**src/rtl/iter_shifter_pkg.sv**
```systemverilog
// Shared shifter constants: operation codes as seen by the decoder and the
// sequencer state encodings of iter_shifter.
package iter_shifter_pkg;

    typedef enum logic [1:0] {
        SHOP_SLL  = 2'b00,
        SHOP_SRL  = 2'b01,
        SHOP_ROTR = 2'b10,
        SHOP_SRA  = 2'b11
    } shop_t;

    typedef enum logic [1:0] {
        SHST_IDLE  = 2'b00,
        SHST_SHIFT = 2'b01,
        SHST_DONE  = 2'b10
    } shst_t;

    // Width of the per-cycle shift amount, wide enough to hold 0..step.
    function automatic int step_k_w(input int step);
        return $clog2(step) + 1;
    endfunction

endpackage

```
**src/rtl/iter_shifter_shift_step.sv**
```systemverilog
// One combinational shift/rotate step of 0..STEP bit positions on the
// accumulator of iter_shifter.
module shift_step
    import iter_shifter_pkg::*;
#(
    parameter int WIDTH = 32,
    parameter int STEP  = 4,
    parameter int KW    = $clog2(STEP) + 1
) (
    input  logic [WIDTH-1:0] acc,
    input  logic [1:0]       op,
    input  logic [KW-1:0]    k,
    output logic [WIDTH-1:0] res
);

    logic signed [WIDTH-1:0] acc_s;
    logic        [31:0]      amt;

    assign acc_s = $signed(acc);
    assign amt   = 32'(k);

    // A rotate by zero shifts the wrap-around term by WIDTH, which yields zero.
    always_comb begin
        res = acc;
        case (op)
            SHOP_SLL:  res = acc << amt;
            SHOP_SRL:  res = acc >> amt;
            SHOP_SRA:  res = acc_s >>> amt;
            SHOP_ROTR: res = (acc >> amt) | (acc << (32'(WIDTH) - amt));
            default:   res = acc;
        endcase
    end

endmodule

```
**src/rtl/iter_shifter.sv**
```systemverilog
// Multi-cycle shift/rotate unit: moves up to STEP bit positions per clock and
// signals completion with a one-cycle done pulse.
module iter_shifter
    import iter_shifter_pkg::*;
#(
    parameter  int WIDTH   = 32,
    parameter  int STEP    = 4,
    localparam int SHAMT_W = $clog2(WIDTH),
    localparam int KW      = $clog2(STEP) + 1
) (
    input  logic               clk,
    input  logic               reset,
    input  logic               start,
    input  logic [1:0]         op,
    input  logic [WIDTH-1:0]   operand,
    input  logic [SHAMT_W-1:0] shamt,
    output logic               busy,
    output logic               done,
    output logic [WIDTH-1:0]   result
);

    shst_t              state;
    logic [1:0]         op_q;
    logic [WIDTH-1:0]   acc;
    logic [SHAMT_W-1:0] rem;

    logic [KW-1:0]      k;
    logic [SHAMT_W-1:0] rem_next;
    logic [WIDTH-1:0]   acc_next;
    logic               accept;

    // k = min(rem, STEP); rem never reaches WIDTH so STEP == WIDTH is safe.
    always_comb begin
        k = KW'(rem);
        if (32'(rem) >= 32'(STEP)) begin
            k = KW'(STEP);
        end
        rem_next = rem - SHAMT_W'(k);
    end

    assign accept = start && (state == SHST_IDLE || state == SHST_DONE);

    shift_step #(
        .WIDTH (WIDTH),
        .STEP  (STEP),
        .KW    (KW)
    ) u_step (
        .acc   (acc),
        .op    (op_q),
        .k     (k),
        .res   (acc_next)
    );

    always_ff @(posedge clk) begin
        if (reset) begin
            state <= SHST_IDLE;
            busy  <= 1'b0;
            done  <= 1'b0;
            op_q  <= 2'b00;
            acc   <= '0;
            rem   <= '0;
        end else begin
            case (state)
                SHST_IDLE, SHST_DONE: begin
                    if (accept) begin
                        op_q <= op;
                        acc  <= operand;
                        rem  <= shamt;
                        if (shamt == '0) begin
                            state <= SHST_DONE;
                            busy  <= 1'b0;
                            done  <= 1'b1;
                        end else begin
                            state <= SHST_SHIFT;
                            busy  <= 1'b1;
                            done  <= 1'b0;
                        end
                    end else begin
                        state <= SHST_IDLE;
                        busy  <= 1'b0;
                        done  <= 1'b0;
                    end
                end
                SHST_SHIFT: begin
                    acc <= acc_next;
                    rem <= rem_next;
                    if (rem_next == '0) begin
                        state <= SHST_DONE;
                        busy  <= 1'b0;
                        done  <= 1'b1;
                    end
                end
                default: begin
                    state <= SHST_IDLE;
                    busy  <= 1'b0;
                    done  <= 1'b0;
                end
            endcase
        end
    end

    assign result = acc;

endmodule

```
**config.mk**
```make
export PLATFORM = sky130hd
export DESIGN_NAME = iter_shifter
export DESIGN_NICKNAME = d
export VERILOG_FILES = /design/src/rtl/iter_shifter_pkg.sv /design/src/rtl/iter_shifter_shift_step.sv /design/src/rtl/iter_shifter.sv
export SDC_FILE = /design/constraint.sdc
export NUM_CORES = 1
export LEC_CHECK = 0
export BUFFER_PORTS_ARGS = -buffer_cell sky130_fd_sc_hd__buf_2
export CAP_MARGIN = 40
export CORE_ASPECT_RATIO = 1.25
export CORE_MARGIN = 2
export CORE_UTILIZATION = 50
export CTS_CLUSTER_SIZE = 16
export DETAILED_ROUTE_END_ITERATION = 16
export PLACE_DENSITY = 0.82
export SETUP_SLACK_MARGIN = 0.15
export SYNTH_ARGS = -nofsm -noshare
export SYNTH_HDL_FRONTEND = slang
export SYNTH_HIERARCHICAL = 1
export SYNTH_SLANG_ARGS = --single-unit
export TNS_END_PERCENT = 30
```
**constraint.sdc**
```tcl
create_clock -name clk -period 3.7 [get_ports clk]
set_input_delay 1.11 -clock clk [delete_from_list [all_inputs] [get_ports clk]]
set_output_delay 1.11 -clock clk [all_outputs]
set_load 0.02 [all_outputs]
```
==> results of run 1 <==
## state kept, by name, indices dropped and copies added (netlist names)
name and count:
state 1, done 1, busy 1, rem 5, op_q 2, result 32
## routing by layer
| metal | share of wire, % | GRT usage (%) | vias to the layer above | wire, µm |
|---|---|---|---|---|
| met5 | 0 | 0 | - | 0 |
| met2 | 48 | 46.0 | 405 | 8740 |
| met4 | 3.8 | 11.0 | 0 | 699 |
| li1 | - | - | 2716 | - |
| met3 | 9.0 | 4.36 | 72 | 1650 |
| met1 | 40 | 39.8 | 2886 | 7260 |
## metrics by stage
| stage | hold slack, ns | cell area (µm²) |
|---|---|---|
| 3_5_place_dp | 0.475 | 6120 |
| 3_3_place_gp | 0.460 | 6100 |
| 4_1_cts | 0.486 | 6280 |
| 2_1_floorplan | 0.433 | 5910 |
| 6_report | 0.484 | 6280 |
| 5_1_grt | 0.508 | 6280 |
## cell usage after synthesis (all sizes together), types with 2 or more instances
| cell | instances | area (µm²) |
|---|---|---|
| nand2 | 113 | 424 |
| nor2 | 110 | 413 |
| mux2i | 58 | 581 |
| buf | 47 | 345 |
| mux4 | 47 | 1060 |
| dfxtp | 42 | 841 |
| a21oi | 41 | 205 |
| clkbuf | 39 | 149 |
| a311oi | 37 | 493 |
| o21ai | 32 | 160 |
| mux2 | 30 | 338 |
| nor3 | 14 | 70.1 |
| nand3 | 12 | 65.1 |
| o211ai | 9 | 67.6 |
| a211oi | 8 | 60.1 |
| nor2b | 8 | 50.1 |
| a31oi | 7 | 43.8 |
| inv | 6 | 22.5 |
| a21o | 5 | 37.5 |
| and3 | 5 | 31.3 |
| nand2b | 5 | 31.3 |
| ha | 4 | 50.1 |
| or3 | 4 | 30.0 |
| and2 | 3 | 18.8 |
| nor4 | 3 | 18.8 |
| o221ai | 3 | 26.3 |
| a211o | 2 | 17.5 |
| a21boi | 2 | 15.0 |
| a22o | 2 | 17.5 |
| conb | 2 | 7.51 |
| o22a | 2 | 17.5 |
| o22ai | 2 | 12.5 |
| o31a | 2 | 17.5 |
| o31ai | 2 | 15.0 |
| or2 | 2 | 12.5 |
## worst min-delay path: cells and delay by family (launching register included)
kind             cells  cell delay, ns
flip-flops           1            0.32
AND/OR/NAND/NOR      1            0.07
AO/OA/AOI/OAI        1            0.06
## power groups by stage
stage | Sequential (µW) | Combinational (µW) | Clock (µW)
finish | 643 | 1470 | 486
floorplan | 623 | 1120 | 0
global placement | 645 | 1400 | 0
CTS | 637 | 1430 | 487
global route | 655 | 1580 | 499
detailed placement | 647 | 1420 | 0
## timing repair
item,in CTS,in global routing
endpoints found under the setup margin,0,6
hold buffers,0,0
resized for setup,0,1
endpoints found under the hold margin,0,0
## cell families after synthesis
| group | after synthesis | share of synthesized area [%] |
|---|---|---|
| muxes | 135 | 33.5 |
| DFF | 42 | 14.2 |
| buffers and inverters | 92 | 8.74 |
| adders and majority gates | 4 | 0.847 |
| other | 2 | 0.127 |
| AOI/OAI and AO/OA | 167 | 22.1 |
| and+or+nand+nor | 284 | 20.5 |
## worst max path at each step
stage / from / to / slack [ns] / depth (start not counted)
5_1_grt: rem[2] / result[11] / 0.21 / 11
4_1_cts: rem[2] / result[23] / 0.35 / 11
3_3_place_gp: rem[2] / result[15] / 0.45 / 12
2_1_floorplan: rem[2] / result[15] / 0.27 / 18
3_5_place_dp: rem[2] / result[23] / 0.38 / 11
6_report: rem[2] / result[11] / 0.46 / 11
## final cells by class
cell class	instances	share of cell area, %
Inverter	6	0.359
Multi-Input combinational cell	592	72.8
Clock inverter	1	0.139
Timing Repair Buffer	91	8.29
Sequential cell	42	13.4
Clock buffer	7	2.27
Tap cell	138	2.75
==> out/results.ini, run 1 <==
[run_status]
status = finished clean

[finish]
multi_input_area_mm2 = 0.00457
drive_above_1_share_pct = 28.6
fin_util_pct = 54.3
layout.nets = 784
seq_area_um2 = 841
fin_cells = 877
diodes = 0
n_fill_cell = 1104
final_common_cell = nand2_1
final_cell_mix = nand2_1, nor2_1, buf_2, mux2i_1, mux4_2
area_delta_synth_final_pct = 6.22

[floorplan]
core.rowCount = 44
ioPinCount = 76
die_h_um = 126
die_w_um = 101
initial_utilization_pct = 51.1
placeableCoreArea_mm2 = 0.0116
dieArea_mm2 = 0.0127

[critical_path]
critPathBufInv = 2
r2r_slack_ns = 0.46
worstRegToRegCells = 11
r2r-start = rem[2]
crit_fanout = 42
cp-start-kind = flip-flop
crit_family = buffers and inverters
critical_path_class = flip-flop to flip-flop
crit_chain = nor3_1 -> and2_4 -> buf_4 -> buf_12 -> mux2_2 -> mux2i_1 -> nor2_1 -> a2111oi_0 -> a21oi_1 -> nand2_1 -> a311oi_2
worstReg2RegEnd = result[11]
worstPathArrival_ns = 3.40
max_stage_delay_ns = 0.44
end_kind = flip-flop
critPathRequiredTime_ns = 3.86
crit_path_top_delay_cell = a2111oi_0

[route]
drt-vias-per-instance = 6.93
initialDrtViolationCount = 853
via_count = 6079
antenna_left = 0
wire_per_inst_um = 20.9
drc = 0
wl_um = 18300
drt-pass1-iter-count = 9

[logic_synthesis]
avgSynthCellArea_um2 = 8.14
yosys_warnings = 6
synth_area_mm2 = 0.00591
ys_ff_latch = 42
ys_seq_area_share_pct = 14.2
ys.flop_type = dfxtp_1
yosysUniqueCellTypes = 63
synth_edf_count = 0
synthesis.nets = 772
synth-async-reset-ratio_pct = 0
synthCells = 726

[power_and_ir_drop]
p_int_uw = 1390
clkPwrFrac_pct = 18.7
power.share.sequential_pct = 24.8
p_sw_share_pct = 46.6
p_comb_share_pct = 56.5
vdd_drop_max_uv = 217
p_leak_uw = 0.00235
finalPower_uw = 2600
power.density_mw_per_mm2 = 414
p_sw_uw = 1210

[timing]
hold_viol = 0
final_max_slew_viol_count = 0
worst_slack_ns = 0.456
fmax_mhz = 308
timing.final.crit_share_pct = 87.7
rsz0062_at_grt = false
maxSlewHeadroom_pct = 35.7
skew_ns = 0.00751
tightest_slew_ns = 0.961
fin_crit_ns = 3.24
finalSetupTns_ns = 0
finalSetupViolCount = 0

[clocking]
numClockSinks = 42
clock_latency_ns = 0.30
clk_pin_slew_ns = 0.07
cts_setup_buffers = 0
cts_root_buf = clkbuf_16
cts_tree = yes
h-tree-depth = 2
clk_path_buf_depth = 2
cts_made_buffers = 5

[worst_hold_path]
min_from = busy
min_path_cells = 2
hold_class = flip-flop to flip-flop
whs_endpoint = busy

[placed_design]
dp_hpwl_um = 12600
place_ws_ns = 0.382
gp_congestion = 1.07
io_buffer_count = 75
place_inst = 869

[flow_run]
cap_violations = 0

[global_route]
grt.overflow.total = 0
first_global_vias = 5574
antenna_found_initial = 0
grt_max_degree = 56
grt_pass1_wl_um = 29700
grt.total_usage_pct = 29.1

(Power assumes the default switching activity.)
==> inputs of run 2 (changes only) <==
--- a/config.mk
+++ b/config.mk
@@ -5,6 +5,7 @@
 export SDC_FILE = /design/constraint.sdc
 export NUM_CORES = 1
 export LEC_CHECK = 0
+export ABC_AREA = 1
 export BUFFER_PORTS_ARGS = -buffer_cell sky130_fd_sc_hd__buf_2
 export CAP_MARGIN = 40
 export CORE_ASPECT_RATIO = 1.25
==> run 2 against run 1 <==
  * First-iteration DRC count rose by 14%
  * Critical path depth rose by 7
  * Worst hold slack improved by 0.052 ns
  * Fmax rose by 5.5%
  * Clock-buffer cell count fell by 2
  * Via count rose by 9.3%
  * Clock skew rose by 0.0074 ns
  * Core utilization rose by 1.6 points
  * Wire length rose by 3.2%
  * Sequential share of layout area rose by 1.6 points
  * Die area fell by 13%
  * Global-route usage rose by 5.4 points
  * Largest cell class unchanged
==> out/results.ini, run 2 <==
[flow_run]
cap_violations = 0  ; unchanged

[clocking]
hold_buffers = 0  ; unchanged
cts_tree = yes
clk_path_buf_depth = 2  ; unchanged
cts_root_buf = clkbuf_16
cts_made_buffers = 5  ; unchanged
numClockSinks = 42  ; unchanged
clk_pin_slew_ns = 0.07  ; about the same
cts_resized = 0  ; unchanged
clock_latency_ns = 0.30  ; about the same
h-tree-depth = 2  ; unchanged
cts_setup_buffers = 0  ; unchanged

[logic_synthesis]
yosysUniqueCellTypes = 42  ; -33%
avgSynthCellArea_um2 = 5.53  ; -32%
synthTopCellsByCount = nand2_1, nand3_1, o21ai_0, a21oi_1, inv_1
yosysMostFrequentCell = nand2_1
yosys_warnings = 6  ; unchanged
synth_edf_count = 0  ; unchanged
synthesis.nets = 970  ; +26%
ys.flop_type = dfxtp_1
synth_area_leaders = nand2_1, dfxtp_1, nand3_1
synthCells = 924  ; +27%
yosysTopAreaCellShare_pct = 24.4  ; +6.8 points
synth-async-reset-ratio_pct = 0  ; unchanged
yosysTopAreaCell = nand2_1
ys_ff_latch = 42  ; unchanged
ys_seq_area_share_pct = 16.4  ; +2.2 points
synth_area_mm2 = 0.00511  ; -14%

[run_status]
status = finished clean

[finish]
largest_reg_flops = 32  ; unchanged
area_delta_synth_final_pct = 9.37
drive_above_1_share_pct = 15.5  ; -13 points
final_common_cell = nand2_1
final_cell_mix = nand2_1, nand3_1, buf_2, o21ai_0, a21oi_1
layout.nets = 999  ; +27%
diodes = 0  ; unchanged
n_fill_cell = 1045  ; -5.3%

[critical_path]
r2r_slack_ns = 0.62  ; +0.17 ns
cp-start-kind = flip-flop
worstReg2RegEnd = result[25]
critPathRequiredTime_ns = 3.92  ; +0.06 ns
critical_path_class = flip-flop to flip-flop
worstPathArrival_ns = 3.30  ; -0.10 ns
r2r-start = rem[3]
end_kind = flip-flop
crit_fanout = 46  ; +9.5%
worstRegToRegCells = 18  ; +7

[global_route]
first_global_vias = 5781  ; +3.7%
grt.total_usage_pct = 34.4  ; +5.4 points
grt_max_degree = 67  ; +20%
grt.overflow.total = 0  ; unchanged
grt_pass1_wl_um = 29800  ; +0.37%
antenna_found_initial = 0  ; unchanged

[worst_hold_path]
min_path_cells = 2  ; unchanged
min_from = rem[4]
whs_endpoint = rem[4]
hold_class = flip-flop to flip-flop

[floorplan]
placeableCoreArea_mm2 = 0.0100  ; -13%
dieArea_mm2 = 0.0111  ; -13%
ioPinCount = 76  ; unchanged
initial_utilization_pct = 51.1  ; about the same
die_w_um = 94.4  ; -6.7%
die_h_um = 117  ; -6.8%
core.rowCount = 41  ; -6.8%

[timing]
finalSetupTns_ns = 0  ; unchanged
fin_crit_ns = 3.08  ; -0.168 ns
timing.final.crit_share_pct = 83.1  ; -4.5 points
maxSlewHeadroom_pct = 50.1  ; +14 points
skew_ns = 0.0149  ; +0.00738 ns
finalSetupViolCount = 0  ; unchanged
hold_viol = 0  ; unchanged
fmax_mhz = 325  ; +5.5%
rsz0062_at_grt = false
tightest_slew_ns = 0.747  ; -0.214 ns
final_max_slew_viol_count = 0  ; unchanged

[route]
drt-vias-per-instance = 6.13  ; -12%
wl_um = 18900  ; +3.2%
drt-pass1-iter-count = 10  ; +1
initialDrtViolationCount = 976  ; +14%
drc = 0  ; unchanged
via_count = 6642  ; +9.3%
antenna_left = 0  ; unchanged
wire_per_inst_um = 17.5  ; -16%

[placed_design]
dp_hpwl_um = 13600  ; +7.8%
io_buffer_count = 75  ; unchanged
gp_congestion = 0.987  ; -7.5%

==> run 2: changes by cell type after synthesis, sizes merged, moves of 14 or more <==
cell    before  now
mux2i       58    6
clkbuf      39   13
mux2        30    0
a311oi      37    0
o21ai       32  105
o22ai        2   34
nor2       110   35
nand2      113  348
nor3        14    0
nand3       12  104
inv          6   62
mux4        47    0
a21oi       41   65
==> run 2: how the worst max path moves through the flow <==
stage / start / endpoint / slack (ns)
final: rem[3] / result[25] / 0.62
after floorplan: rem[3] / result[20] / 0.99
after global routing: rem[3] / result[25] / 0.29
after global placement: rem[3] / result[25] / 0.73
after detailed placement: rem[3] / result[25] / 0.71
after CTS: rem[3] / result[25] / 0.69
==> run 2: cell families after synthesis <==
kind of cell | Yosys count | share of synthesized area, %
mux | 6 | 1.17
fa+ha+maj | 4 | 0.979
other cells | 2 | 0.147
flops | 42 | 16.4
buf+inv | 127 | 12.0
compound gates | 237 | 26.4
simple gates | 506 | 42.9
==> run 2: worst max-delay path: stages (launching register included) <==
cell and delay [ns]:
dfxtp_1 0.34, nor2_1 0.12, nand2_2 0.13, nor2_2 0.24, inv_8 0.17, ha_1 0.25, ha_1 0.28, inv_1 0.44
buf_4 0.27, nand4_1 0.10, nand2_1 0.09, inv_1 0.04, nand2_1 0.06, nand2_1 0.05, nand2_1 0.05, nand2_1 0.05
nand2_1 0.08, o22ai_1 0.07, a21oi_1 0.14
==> run 2: area by class of cell <==
class | count | area (µm²) | share of cell area, %
Timing Repair Buffer | 87 | 485 | 8.68
Clock buffer | 5 | 125 | 2.24
Clock inverter | 3 | 68.8 | 1.23
Sequential cell | 42 | 841 | 15.0
Multi-Input combinational cell | 755 | 3670 | 65.6
Tap cell | 129 | 161 | 2.89
Inverter | 62 | 243 | 4.34
==> run 2: metrics by stage <==
| step | worst slack [ns] | instance area [µm²] | std cells | hold slack [ns] | util (%) |
|---|---|---|---|---|---|
| 6_report | 0.624 | 5590 | 1083 | 0.536 | 55.9 |
| 3_5_place_dp | 0.708 | 5400 | 1075 | 0.517 | 54.0 |
| 4_1_cts | 0.686 | 5590 | 1083 | 0.533 | 55.9 |
| 5_1_grt | 0.290 | 5590 | 1083 | 0.559 | 55.9 |
| 3_3_place_gp | 0.727 | 5370 | 1074 | 0.515 | 53.7 |
| 2_1_floorplan | 0.986 | 5110 | 924 | 0.491 | - |
==> run 2: per-layer routing <==
metal	up-vias	global-route usage [%]	share of wire [%]
met1	2981	47.3	41
met4	0	12.6	3.8
met5	-	0	0
met3	70	6.79	11
li1	3151	-	-
met2	440	53.6	44
Power of run 2 is not shown: default switching activity piles up to over one toggle a cycle in this logic, so the estimate is an artifact.
